## src/rtl/hex_scroll_pkg.sv

```systemverilog
// Shared definitions for the HEX3..HEX0 scroll controller:
// character codes, controller states and the index wrap helper.
package hex_scroll_pkg;

    // Non-hex character codes (0x00..0x0F are the hex glyphs)
    localparam logic [4:0] CH_BLANK = 5'h10;
    localparam logic [4:0] CH_DASH  = 5'h11;
    localparam logic [4:0] CH_L     = 5'h12;
    localparam logic [4:0] CH_P     = 5'h13;

    // All segments off (active-low)
    localparam logic [6:0] SEG_BLANK = 7'h7F;

    typedef enum logic [1:0] {
        ST_EMPTY = 2'd0,
        ST_LOAD  = 2'd1,
        ST_RUN   = 2'd2,
        ST_HOLD  = 2'd3
    } state_t;

    // Reduce v (= pos + k, at most 10) modulo len (1..8). For short
    // messages v can exceed 2*len, so subtract repeatedly; four rounds
    // cover the worst case len=1, pos=0, k=3. len=0 returns v unchanged.
    function automatic logic [2:0] wrap_idx(input logic [3:0] v, input logic [3:0] len);
        logic [3:0] r;
        r = v;
        for (int i = 0; i < 4; i++) begin
            if (len != 4'd0 && r >= len) begin
                r = r - len;
            end
        end
        return r[2:0];
    endfunction

endpackage

```

## src/rtl/hex_scroll_ctrl_if.sv

```systemverilog
// Character load stream: valid/ready handshake with a last marker.
interface hex_scroll_ctrl_if;
    logic       load_valid;
    logic       load_ready;
    logic [4:0] load_char;
    logic       load_last;

    // Producer side (host FSM or switch logic)
    modport master (
        output load_valid,
        output load_char,
        output load_last,
        input  load_ready
    );

    // Consumer side (the scroll controller)
    modport slave (
        input  load_valid,
        input  load_char,
        input  load_last,
        output load_ready
    );
endinterface

```

## src/rtl/hex_scroll_ctrl_seg7_char_dec.sv

```systemverilog
// Combinational character code to active-low seven-segment pattern (g..a).
module seg7_char_dec
    import hex_scroll_pkg::*;
(
    input  logic [4:0] code,
    output logic [6:0] seg
);

    // Glyph table; unlisted codes render blank
    always_comb begin
        seg = SEG_BLANK;
        case (code)
            5'h00:   seg = 7'b1000000;
            5'h01:   seg = 7'b1111001;
            5'h02:   seg = 7'b0100100;
            5'h03:   seg = 7'b0110000;
            5'h04:   seg = 7'b0011001;
            5'h05:   seg = 7'b0010010;
            5'h06:   seg = 7'b0000010;
            5'h07:   seg = 7'b1111000;
            5'h08:   seg = 7'b0000000;
            5'h09:   seg = 7'b0010000;
            5'h0A:   seg = 7'b0001000;
            5'h0B:   seg = 7'b0000011;
            5'h0C:   seg = 7'b1000110;
            5'h0D:   seg = 7'b0100001;
            5'h0E:   seg = 7'b0000110;
            5'h0F:   seg = 7'b0001110;
            CH_DASH: seg = 7'b0111111;
            CH_L:    seg = 7'b1000111;
            CH_P:    seg = 7'b0001100;
            default: seg = SEG_BLANK;
        endcase
    end

endmodule

```

## src/rtl/hex_scroll_ctrl.sv

```systemverilog
// Loadable message scroller for the HEX3..HEX0 displays. A message of up
// to MSG_LEN characters is loaded over a valid/ready stream and rotated
// across the four digits, either automatically every STEP_DIV cycles or
// one step at a time while held.
module hex_scroll_ctrl
    import hex_scroll_pkg::*;
#(
    parameter int STEP_DIV = 50_000_000,
    parameter int MSG_LEN  = 8
) (
    input  logic             clk,
    input  logic             rst,
    input  logic             clear,
    hex_scroll_ctrl_if.slave lif,
    input  logic             run,
    input  logic             dir,
    input  logic             step,
    output logic [6:0]       hex3,
    output logic [6:0]       hex2,
    output logic [6:0]       hex1,
    output logic [6:0]       hex0,
    output logic [2:0]       pos,
    output logic             running
);

    localparam int            PW       = $clog2(STEP_DIV);
    localparam logic [PW-1:0] TERM     = PW'(STEP_DIV - 1);
    localparam logic [2:0]    LAST_IDX = 3'(MSG_LEN - 1);

    state_t        state_reg, state_next;
    logic [2:0]    pos_reg, pos_next;
    logic [3:0]    len_reg, len_next;
    logic [2:0]    idx_reg, idx_next;
    logic [PW-1:0] presc_reg, presc_next;
    logic          running_reg;
    logic [4:0]    buf_reg [MSG_LEN];

    logic          xfer;
    logic          buf_we;
    logic [2:0]    wr_idx;
    logic [2:0]    pos_adv;
    logic [3:0]    len_m1;

    assign lif.load_ready = (state_reg == ST_EMPTY) || (state_reg == ST_LOAD);
    assign xfer           = lif.load_valid && lif.load_ready;
    // The first character of a message always lands in slot 0
    assign wr_idx         = (state_reg == ST_EMPTY) ? 3'd0 : idx_reg;
    assign len_m1         = len_reg - 4'd1;

    // Head position one step along the selected direction, wrapping at len
    always_comb begin
        pos_adv = pos_reg;
        if (dir) begin
            pos_adv = (pos_reg == 3'd0) ? len_m1[2:0] : pos_reg - 3'd1;
        end else begin
            pos_adv = ({1'b0, pos_reg} == len_m1) ? 3'd0 : pos_reg + 3'd1;
        end
    end

    // Next-state logic: clear beats loading, loading beats step/tick
    always_comb begin
        state_next = state_reg;
        pos_next   = pos_reg;
        len_next   = len_reg;
        idx_next   = idx_reg;
        presc_next = presc_reg;
        buf_we     = 1'b0;

        if (clear) begin
            state_next = ST_EMPTY;
            pos_next   = 3'd0;
            len_next   = 4'd0;
            idx_next   = 3'd0;
            presc_next = '0;
        end else begin
            case (state_reg)
                ST_EMPTY, ST_LOAD: begin
                    if (xfer) begin
                        buf_we     = 1'b1;
                        idx_next   = wr_idx + 3'd1;
                        state_next = ST_LOAD;
                        if (lif.load_last || wr_idx == LAST_IDX) begin
                            len_next   = {1'b0, wr_idx} + 4'd1;
                            pos_next   = 3'd0;
                            presc_next = '0;
                            state_next = run ? ST_RUN : ST_HOLD;
                        end
                    end
                end
                ST_RUN: begin
                    if (!run) begin
                        // Leaving RUN takes no step, even on a terminal count
                        state_next = ST_HOLD;
                        presc_next = '0;
                    end else if (presc_reg == TERM) begin
                        presc_next = '0;
                        pos_next   = pos_adv;
                    end else begin
                        presc_next = presc_reg + PW'(1);
                    end
                end
                ST_HOLD: begin
                    presc_next = '0;
                    if (step) begin
                        pos_next = pos_adv;
                    end
                    if (run) begin
                        state_next = ST_RUN;
                    end
                end
                default: state_next = ST_EMPTY;
            endcase
        end
    end

    // Controller state register; running tracks the registered state
    always_ff @(posedge clk) begin
        if (rst) begin
            state_reg   <= ST_EMPTY;
            pos_reg     <= 3'd0;
            len_reg     <= 4'd0;
            idx_reg     <= 3'd0;
            presc_reg   <= '0;
            running_reg <= 1'b0;
        end else begin
            state_reg   <= state_next;
            pos_reg     <= pos_next;
            len_reg     <= len_next;
            idx_reg     <= idx_next;
            presc_reg   <= presc_next;
            running_reg <= (state_next == ST_RUN);
        end
    end

    // Message buffer, written one character per accepted transfer
    always_ff @(posedge clk) begin
        if (rst) begin
            for (int i = 0; i < MSG_LEN; i++) begin
                buf_reg[i] <= CH_BLANK;
            end
        end else begin
            for (int i = 0; i < MSG_LEN; i++) begin
                if (buf_we && wr_idx == 3'(i)) begin
                    buf_reg[i] <= lif.load_char;
                end
            end
        end
    end

    // One digit per lane: lane gi shows buf[(pos+gi) mod len]; with no
    // finished message (len=0) every lane is blank
    genvar gi;
    generate
        for (gi = 0; gi < 4; gi++) begin : g_dig
            logic [2:0] sel;
            logic [4:0] ch;
            logic [6:0] seg_c;
            logic [6:0] seg_reg;

            assign sel = wrap_idx({1'b0, pos_reg} + 4'(gi), len_reg);
            assign ch  = (len_reg == 4'd0) ? CH_BLANK : buf_reg[sel];

            seg7_char_dec u_dec (
                .code (ch),
                .seg  (seg_c)
            );

            // Registered segment output for this lane
            always_ff @(posedge clk) begin
                if (rst) begin
                    seg_reg <= SEG_BLANK;
                end else begin
                    seg_reg <= seg_c;
                end
            end
        end
    endgenerate

    assign hex3    = g_dig[0].seg_reg;
    assign hex2    = g_dig[1].seg_reg;
    assign hex1    = g_dig[2].seg_reg;
    assign hex0    = g_dig[3].seg_reg;
    assign pos     = pos_reg;
    assign running = running_reg;

endmodule

```

## src/flat_wrapper.sv

```systemverilog
// flat-port wrapper written by rule: the top's interface ports become plain ports
module hex_scroll_ctrl_flat import hex_scroll_pkg::*;
#(
    parameter int STEP_DIV = 50_000_000,
    parameter int MSG_LEN  = 8
)
  (clk, rst, clear, run, dir, step, hex3, hex2, hex1, hex0, pos, running, lif_load_valid, lif_load_char, lif_load_last, lif_load_ready);
  hex_scroll_ctrl_if lif_i ();
  input  logic clk;
  input  logic rst;
  input  logic clear;
  input  logic run;
  input  logic dir;
  input  logic step;
  output logic [6:0] hex3;
  output logic [6:0] hex2;
  output logic [6:0] hex1;
  output logic [6:0] hex0;
  output logic [2:0] pos;
  output logic running;
  input wire logic [$bits(lif_i.load_valid)-1:0] lif_load_valid;
  input wire logic [$bits(lif_i.load_char)-1:0] lif_load_char;
  input wire logic [$bits(lif_i.load_last)-1:0] lif_load_last;
  output wire logic [$bits(lif_i.load_ready)-1:0] lif_load_ready;
  assign lif_i.load_valid = lif_load_valid;
  assign lif_i.load_char = lif_load_char;
  assign lif_i.load_last = lif_load_last;
  assign lif_load_ready = lif_i.load_ready;
  hex_scroll_ctrl #(.STEP_DIV(STEP_DIV), .MSG_LEN(MSG_LEN)) u_core (.clk(clk), .rst(rst), .clear(clear), .lif(lif_i), .run(run), .dir(dir), .step(step), .hex3(hex3), .hex2(hex2), .hex1(hex1), .hex0(hex0), .pos(pos), .running(running));
endmodule
```

## config.mk

```make
export PLATFORM = sky130hd
export DESIGN_NAME = hex_scroll_ctrl_flat
export DESIGN_NICKNAME = d
export VERILOG_FILES = /design/src/rtl/hex_scroll_pkg.sv /design/src/rtl/hex_scroll_ctrl_if.sv /design/src/rtl/hex_scroll_ctrl_seg7_char_dec.sv /design/src/rtl/hex_scroll_ctrl.sv /design/src/flat_wrapper.sv
export SDC_FILE = /design/constraint.sdc
export NUM_CORES = 1
export LEC_CHECK = 0
export CORE_MARGIN = 3
export CORE_UTILIZATION = 60
export CTS_BUF_LIST = sky130_fd_sc_hd__clkbuf_4
export DETAILED_ROUTE_END_ITERATION = 16
export GPL_ROUTABILITY_DRIVEN = 0
export HOLD_SLACK_MARGIN = 0.1
export PLACE_DENSITY = 0.87
export SLEW_MARGIN = 20
export SYNTH_ARGS = -nofsm -noshare
export SYNTH_HDL_FRONTEND = slang
export SYNTH_SLANG_ARGS = --single-unit
```

## constraint.sdc

```tcl
create_clock -name clk -period 21 [get_ports clk]
set_input_delay 3.15 -clock clk [delete_from_list [all_inputs] [get_ports clk]]
set_output_delay 3.15 -clock clk [all_outputs]
set_load 0.02 [all_outputs]
```

Word-level counts from Yosys, hierarchy flattened
Memory sizes are Yosys's and may differ from the RTL's. A register that Yosys moved wholly into a read port is not among the register bits.
Index checks and enable logic that the tools add are counted.

operators by class
  reduce and logical (&&, ||, !) cells = 38
  multiplexer cells = 79
  $lt $le $gt $ge = 16
  equality and inequality tests = 18
  bitwise gates (word level) = 8
  $add $sub $neg = 25

operators with widths
  operator                                                                 number
  26-bit 2-to-1 mux                                                        4
  26-bit case mux with 3 select lines                                      1
  4-bit greater-or-equal comparator                                        15
  5-bit 2-to-1 mux                                                         12
  4-bit 2-to-1 mux                                                         12
  4-bit subtractor                                                         11
  3-bit 2-to-1 mux                                                         13
  1-bit 2-to-1 mux                                                         30
  26-bit by 1-bit adder with 26-bit output, second input constant          1
  26-bit == test, second input constant                                    1
  1-bit logical AND                                                        25
  3-bit == test, second input constant                                     4
  3-bit subtractor                                                         4
  2-bit 2-to-1 mux                                                         5
  3-bit case mux with 3 select lines                                       1
  3-bit by 1-bit adder with 4-bit output, second input constant            2
  3-bit by 2-bit adder with 4-bit output, second input constant            2
  1-bit OR                                                                 8
  3-bit by 1-bit adder with 3-bit output, second input constant            2
  2-bit == test, second input constant                                     3
  3-bit by 2-bit == test with 1-bit output, second input constant          2
  3-bit zero test                                                          2
  2-bit by 1-bit inequality test with 1-bit output, second input constant  3
  2-bit case mux with 3 select lines                                       1
  16 further kinds                                                         20

word-level totals
  memories kept = 5
  output and inout port bits = 33
  RAM bits = 40
  bits of input ports = 13
  register bits = 39
  ROM bits = 896

memory list
  memory           words  width  rd ports  clocked after Yosys merged registers in  write ports  line                                 RTL
  (no name shown)  32     7      1         1                                        0            hex_scroll_ctrl_seg7_char_dec.sv:12  case (code)
  (no name shown)  32     7      1         1                                        0            hex_scroll_ctrl_seg7_char_dec.sv:12
  (no name shown)  32     7      1         1                                        0            hex_scroll_ctrl_seg7_char_dec.sv:12
  (no name shown)  32     7      1         1                                        0            hex_scroll_ctrl_seg7_char_dec.sv:12
  u_core.buf_reg   8      5      4         0                                        8            hex_scroll_ctrl.sv:36                logic [4:0] buf_reg [MSG_LEN];

Logic depth before layout (Yosys ltp)
Gate-level depths: netlist (run 1).
An unclocked memory read counts as a cell.

  depth after elaboration = 15
  depth in mapped cells = 41
  gate-level depth less buffers = 39

Hierarchy
From an unflattened synthesis (run 1), not the netlist that was laid out.

second synthesis, totals
  cells, all modules = 1,229
  area, all modules = 10,602.7 µm²

by module, submodules not included
  module                                 area each (µm²)  instances  cells each  seq. area each (µm²)
  hex_scroll_ctrl                        9,076.2          1          1,030       2,542.4
  seg7_char_dec (u_core.g_dig[1].u_dec)  406.6            1          52          0.0
  seg7_char_dec (u_core.g_dig[3].u_dec)  387.9            1          50          0.0
  seg7_char_dec (u_core.g_dig[0].u_dec)  377.9            1          50          0.0
  seg7_char_dec (u_core.g_dig[2].u_dec)  354.1            1          47          0.0

Worst setup path after synthesis (run 1)
No wires, ideal clock.

  path kind = register -> register
  from = register u_core.len_reg[1]
  to = register u_core.g_dig[2].seg_reg[6], in the netlist u_core.hex1[6]
  required time = 20.874 ns
  stages on the path, launching flop included = 36
  data arrival time = 8.861 ns
  buffers on the path = 5
  slack = 12.012 ns
  cell sequence = dfxtp_1 > inv_1 > ha_1 > or3b_1 > buf_6 > buf_4 > buf_6 > clkbuf_1 > nand2_1 > nand2_1 > o21ai_0 > ha_1 > nand2_1 > o21a_1 > or2_2 > clkbuf_1 > mux2_4 > ha_1 > fa_1 > a21boi_0 > o21ai_0 > nand2_1 > mux2_2 > ha_1 > fa_1 > a31oi_1 > o21ai_2 > o22ai_1 > mux4_1 > mux2i_1 > or2_2 > inv_1 > ha_1 > mux2_1 > a221oi_2 > a21oi_1

on the way
  longest elaborated chain between the ends = 14

ends and longest elaborated chain
  item                                                                            line                    RTL
  start: declaration                                                              hex_scroll_ctrl.sv:32   logic [3:0] len_reg, len_next;
  start signal: assignment                                                        hex_scroll_ctrl.sv:128  len_reg <= len_next;
  4-bit greater-or-equal comparator / 4-bit nonzero test (equally long branches)  hex_scroll_pkg.sv:28    if (len != 4'd0 && r >= len) begin
  1-bit logical AND                                                               hex_scroll_pkg.sv:28
  4-bit 2-to-1 mux                                                                hex_scroll_pkg.sv:28
  4-bit greater-or-equal comparator                                               hex_scroll_pkg.sv:28
  1-bit logical AND                                                               hex_scroll_pkg.sv:28
  4-bit 2-to-1 mux                                                                hex_scroll_pkg.sv:28
  4-bit greater-or-equal comparator                                               hex_scroll_pkg.sv:28
  1-bit logical AND                                                               hex_scroll_pkg.sv:28
  4-bit 2-to-1 mux                                                                hex_scroll_pkg.sv:28
  4-bit greater-or-equal comparator                                               hex_scroll_pkg.sv:28
  1-bit logical AND                                                               hex_scroll_pkg.sv:28
  3-bit 2-to-1 mux                                                                hex_scroll_pkg.sv:28
  memory read 8 x 5 bit                                                           -
  5-bit 2-to-1 mux (*)                                                            hex_scroll_ctrl.sv:161  assign ch = (len_reg == 4'd0) ? CH_BLANK : buf_reg[sel];
  end: declaration                                                                hex_scroll_ctrl.sv:158  logic [6:0] seg_reg;

Mark *: on every way between the ends. The rest lies on a longest branch, timed or not.
A chain may end at the register's enable or synchronous reset.

Worst setup path in the final report (run 1)
  from = register u_core.pos_reg[0], in the netlist u_core.pos[0]
  to = register u_core.g_dig[3].seg_reg[0], in the netlist u_core.hex0[0]

on the way
  longest elaborated chain between the ends = 15

ends and longest elaborated chain
  item                                        line                    RTL
  start: declaration                          hex_scroll_ctrl.sv:31   logic [2:0] pos_reg, pos_next;
  start signal: assignment                    hex_scroll_ctrl.sv:127  pos_reg <= pos_next;
  3-bit by 2-bit adder with 4-bit output (*)  hex_scroll_ctrl.sv:160  assign sel = wrap_idx({1'b0, pos_reg} + 4'(gi), len_reg);
  4-bit greater-or-equal comparator           hex_scroll_pkg.sv:28
  1-bit logical AND                           hex_scroll_pkg.sv:28
  4-bit 2-to-1 mux (*)                        hex_scroll_pkg.sv:28
  4-bit greater-or-equal comparator           hex_scroll_pkg.sv:28
  1-bit logical AND                           hex_scroll_pkg.sv:28
  4-bit 2-to-1 mux (*)                        hex_scroll_pkg.sv:28
  4-bit greater-or-equal comparator           hex_scroll_pkg.sv:28
  1-bit logical AND                           hex_scroll_pkg.sv:28
  4-bit 2-to-1 mux (*)                        hex_scroll_pkg.sv:28
  4-bit greater-or-equal comparator           hex_scroll_pkg.sv:28
  1-bit logical AND                           hex_scroll_pkg.sv:28
  3-bit 2-to-1 mux (*)                        hex_scroll_pkg.sv:28
  memory read 8 x 5 bit (*)                   -
  5-bit 2-to-1 mux (*)                        hex_scroll_ctrl.sv:161
  end: declaration                            hex_scroll_ctrl.sv:158

Marked as above.

==> metrics.cfg, run 1 <==
[place]
dpl.cell_count=1499
dp_slack_ns=11.09
io_buffers=45
dpl.hpwl_um=20700
dpl_cell_area_um2=11200

[clock_tree]
ctsHtreeMaxLevel=3
cts_hold_buf=0
cts_setup_buffers=0
cts_tree=yes
numCtsBuffers=9
root_buffer=clkbuf_4
clk_path_buf_depth=2
clk_latency_ns=0.50
cts.sinks=107
cts.repair.resized=0
cts.clk_slew.worst_paths_ns=0.18

[critical_path]
cp.required_ns=21.40
cp_slowest_cell=a221oi_4
crit_path_start_kind=flop
crit_path_max_incr_delay_ns=0.88
crit_top_cell=ha_1
critPathTopFamily=compound AO/OA/AOI/OAI gates
endpoint_kind=flop
arrival_ns=10.41
crit_buf_inv=5
crit_type=flop to flop
cp_max_fo=21

[floorplanning]
fp.dieH_um=140
start_util_pct=61.5
die_w_um=140
core-area_um2=17400
rows=48
io_pins=46
die-area_um2=19500

[timing]
hold_violations=0
tightest_slew_ns=1.10
finalSetupTns_ns=0
setup_violations=0
post-route-period-util_pct=47.7
fin_crit_ns=10.01
fin_ws_ns=10.99
final_max_slew_viol_count=0
finClkSkew_ns=0.0294
max-slew-margin-rel_pct=25.3
rsz0062_at_grt=no
max_freq_mhz=99.9

[logic_synthesis]
syn_inst=1266
yosysTopAreaCellShare_pct=12.5
synth_adder_area_share_pct=14.7
yosysWarnings=0
yosys-top-cells-area=dfxtp_1 (13%), ha_1 (12%), edfxtp_1 (11%), nor2_1 (4.6%), nand2_1 (4.3%)
synthArstFlopShare_pct=0
synth-compound-area-share_pct=25.0
synth_nets=1395
synth_most_common_cell=nor2_1
ys_seq_elements=107
synth_top_family_by_area=compound AO/OA/AOI/OAI gates
ys_types=113
yosysTopAreaCell=dfxtp_1
synth_area_um2=10700
syn_avg_cell_area_um2=8.47
synth-simple-area-share_pct=20.7
synthTopCellsByCount=nor2_1 (132), nand2_1 (124), ha_1 (100)
synth_xor_xnor_area_share_pct=4.82
synth_flop_cell=dfxtp_1
synthMuxAreaShare_pct=5.70
synth-edff-count=40
ys_seq_area_share_pct=23.7

[routing]
vias=9846
routedWlPerCell_um=18.1
wirelength_um=27400
drcViolationCount=0
drtAntennaViolNets=0
vias_per_cell=6.49
drtPass1Iterations=5
dr.first_iter.drc_count=951

[pwr]
total_power_mw=0.522
p_per_area_nw_per_um2=45.9
internal-power_mw=0.324
p_seq_share_pct=44.3
power_frac_comb_pct=35.6
p_leak_nw=4.58
p_clk_share_pct=20.2
swShare_pct=37.9
ir_drop_mv=0.0462
p_sw_mw=0.198

[min_path]
hold_class=flop to flop

[global_route]
grtUsageTotal_pct=27.6
grt_pass1_wl_um=45600
grt-ovfl-total=0
first_global_vias=9499
grt_max_degree=55
grt_antenna_before_repair=1

[outcome]
outcome=finished, final reports clean

[cells_and_area]
drive_gt1_share_pct=7.98
largest_reg_flops=40
nets=1414
area_delta_synth_final_pct=5.91
finish.instance_area_um2=11400
finalNonFillerCells=1516
nFillCells=1440

[flow_run]
cap_violations=0

-- kinds of logic (layout without fill, tap and decap cells) --
| kind of cell | after synthesis | count (layout) |
|---|---|---|
| adders and majority gates | 116 | 116 |
| muxes | 54 | 54 |
| DFF | 107 | 107 |
| other | 0 | 1 |
| AOI/OAI and AO/OA | 350 | 350 |
| and+or+nand+nor | 458 | 458 |
| buffers and inverters | 122 | 146 |
| xor gates and xnor gates | 59 | 59 |
-- routing by layer --
metal / global-route usage (%) / share of wire, % / vias to the layer above
met2: 46.1 / 48 / 476
met3: 4.91 / 8.7 / 72
li1: - / - / 4690
met4: 9.08 / 2.2 / 0
met5: 0 / 0 / -
met1: 36.4 / 41 / 4608
-- worst register-to-register path, delay by kind of cell (launching register included) --
| family | cells | cell delay (ns) |
|---|---|---|
| compound gates | 13 | 4.06 |
| fa+ha+maj | 8 | 2.71 |
| buf+inv | 5 | 0.81 |
| flops | 1 | 0.71 |
| mux | 2 | 0.70 |
| simple gates | 7 | 0.93 |
-- cells in the final DEF, fill, tap and decap left out, drive strengths merged, types with 43 or more instances in the layout --
cell type      netlist  layout
nor2               140     140
nand2              126     126
ha                 100     100
inv                 79      84
dfxtp               67      67
a21oi               67      67
o21ai               65      65
clkdlybuf4s50        0      45
nand3               43      43
-- metrics by stage --
stage | utilization, % | hold slack [ns]
floorplan | - | 0.446
global placement | 64.4 | 0.459
detailed placement | 64.4 | 0.465
CTS | 65.2 | 0.486
global route | 65.2 | 0.534
finish | 65.2 | 0.483
-- path summary, 6_finish.rpt --
path / slack, ns / from / depth (start not counted) / to
max: 10.99 / u_core.pos[0]$_SDFFE_PP0P_ / 35 / u_core.hex0[0]$_SDFF_PP1_
min: 0.48 / u_core.idx_reg[1]$_SDFFE_PP0P_ / 2 / u_core.idx_reg[1]$_SDFFE_PP0P_
max reg2reg: 10.99 / u_core.pos[0]$_SDFFE_PP0P_ / 35 / u_core.hex0[0]$_SDFF_PP1_
min reg2reg: 0.48 / u_core.idx_reg[1]$_SDFFE_PP0P_ / 2 / u_core.idx_reg[1]$_SDFFE_PP0P_
-- power by group through the flow --
stage / registers, mW / clock network [mW] / logic (mW)
6_report: 0.231 / 0.105 / 0.185
5_1_grt: 0.231 / 0.115 / 0.204
4_1_cts: 0.230 / 0.107 / 0.182
3_5_place_dp: 0.234 / 0 / 0.181
3_3_place_gp: 0.234 / 0 / 0.176
2_1_floorplan: 0.234 / 0 / 0.145
-- cell type report --
type / instances / area, µm² / share of cell area, %
clock buffers: 10 / 75.1 / 0.661
clock inverters: 6 / 62.6 / 0.551
flip-flops and latches: 107 / 2540 / 22.4
diodes: 1 / 2.50 / 0.0220
repair buffers: 50 / 488 / 4.30
inverters: 80 / 302 / 2.66
multi-input cells: 1037 / 7600 / 66.9
well taps: 225 / 282 / 2.48
Note: power is estimated with default switching activity, not from simulation.
==> run 2, diff against run 1 <==
clock period = 9.7 ns   (was 21 ns; I/O delays follow)
==> metrics.cfg, run 2 (synthesis results as in run 1) <==
[timing]
fin_crit_ns=9.10
finClkSkew_ns=0.0264
fin_ws_ns=0.596
final_max_slew_viol_count=0
rsz0062_at_grt=no
setup_violations=0
max-slew-margin-rel_pct=32.0
post-route-period-util_pct=93.9
max_freq_mhz=110
finalSetupTns_ns=0
hold_violations=0
tightest_slew_ns=1.02

[floorplanning]
start_util_pct=61.5
die-area_um2=19500
die_w_um=140
rows=48
fp.dieH_um=140
core-area_um2=17400
io_pins=46

[outcome]
outcome=finished, final reports clean

[cells_and_area]
drive_gt1_share_pct=9.14
final_common_cell=nor2_1
final_cell_mix=nor2_1 (132), nand2_1 (124), ha_1 (100)
nFillCells=1414
multi_input_area_um2=7620
largest_reg_flops=40
regArea_um2=2540
area_delta_synth_final_pct=7.10
finish.instance_area_um2=11500
finalNonFillerCells=1529
nets=1426

[routing]
drtPass1Iterations=6
dr_wl_met3_um=2540
wl_met1_um=11200
dr.first_iter.drc_count=935
drcViolationCount=0
wirelength_um=27700
vias_per_cell=6.47
vias=9895
highest_layer=met4
drtAntennaViolNets=0
routedWlPerCell_um=18.1
wl_met2_um=13100

[global_route]
grt-ovfl-total=0
grt_antenna_before_repair=1
grtUsageTotal_pct=27.7
grt_pass1_wl_um=45500
first_global_vias=9569
grt_max_degree=35

[place]
io_buffers=45
dpl_cell_area_um2=11300
dp_slack_ns=0.650
dpl.cell_count=1511
dpl.hpwl_um=21000

[critical_path]
rrSetupSlack_ns=0.60
crit_path_start_kind=flop
arrival_ns=9.51
cp.required_ns=10.10
crit_type=flop to flop
endpoint_kind=flop
cp_max_fo=11
crit_top_cell=ha_1
crit_path_max_incr_delay_ns=0.61
cp_slowest_cell=a221oi_4

[flow_run]
cap_violations=0

[clock_tree]
cts.sinks=107
numCtsBuffers=9
cts.clk_slew.worst_paths_ns=0.17
clk_latency_ns=0.50
root_buffer=clkbuf_4
ctsHtreeMaxLevel=3
cts_tree=yes
clk_path_buf_depth=2

[pwr]
swShare_pct=37.2
power_frac_comb_pct=35.6
p_leak_nw=4.64
ir_drop_mv=0.0909
internal-power_mw=0.726
p_per_area_nw_per_um2=101
p_clk_share_pct=21.2
p_sw_mw=0.429
p_seq_share_pct=43.2

[min_path]
hold_class=flop to flop

[run 2: worst paths after layout]
check,start,end,cells past startpoint
max,u_core.pos[1]$_SDFFE_PP0P_,u_core.hex0[0]$_SDFF_PP1_,35
max reg2reg,u_core.pos[1]$_SDFFE_PP0P_,u_core.hex0[0]$_SDFF_PP1_,35
min,u_core.idx_reg[0]$_SDFFE_PP0P_,u_core.idx_reg[0]$_SDFFE_PP0P_,2
min reg2reg,u_core.idx_reg[0]$_SDFFE_PP0P_,u_core.idx_reg[0]$_SDFFE_PP0P_,2
[run 2: area by class of cell]
cell class / count / area share [%]
Multi-Input combinational cell: 1037 / 66.4
Timing Repair Buffer: 62 / 5.04
Clock inverter: 6 / 0.621
Antenna cell: 2 / 0.0436
Tap cell: 225 / 2.45
Sequential cell: 107 / 22.1
Inverter: 80 / 2.63
Clock buffer: 10 / 0.654
[run 2: layer usage]
metal / up-vias / track usage (%)
met3: 97 / 5.40
met2: 536 / 46.3
met4: 0 / 11.5
met1: 4550 / 35.1
li1: 4712 / -
met5: - / 0
[run 2: critical path: cells and delay by family (launching register included)]
family          cells  cell delay (ns)
fa+ha+maj           8             2.61
flops               1             0.35
buf+inv             5             0.76
mux                 2             0.63
compound gates     13             3.79
simple gates        7             0.85
[run 2: what timing repair did]
item	CTS	global route
setup endpoints to repair	0	7
setup buffers	0	0
hold buffers	0	0
resized for setup	0	5
[run 2: power groups by stage]
stage	clock network (mW)	registers (mW)	logic, mW
4_1_cts	0.249	0.497	0.400
6_report	0.245	0.499	0.411
3_5_place_dp	0	0.507	0.398
2_1_floorplan	0	0.506	0.313
3_3_place_gp	0	0.506	0.388
5_1_grt	0.263	0.499	0.449
[run 2: metrics by stage]
step / total power [mW] / utilization (%) / hold slack [ns]
after floorplan: 0.819 / - / 0.446
after global placement: 0.893 / 64.9 / 0.464
after detailed placement: 0.904 / 64.9 / 0.480
after CTS: 1.15 / 65.7 / 0.501
after global routing: 1.21 / 65.9 / 0.527
final: 1.16 / 65.9 / 0.501
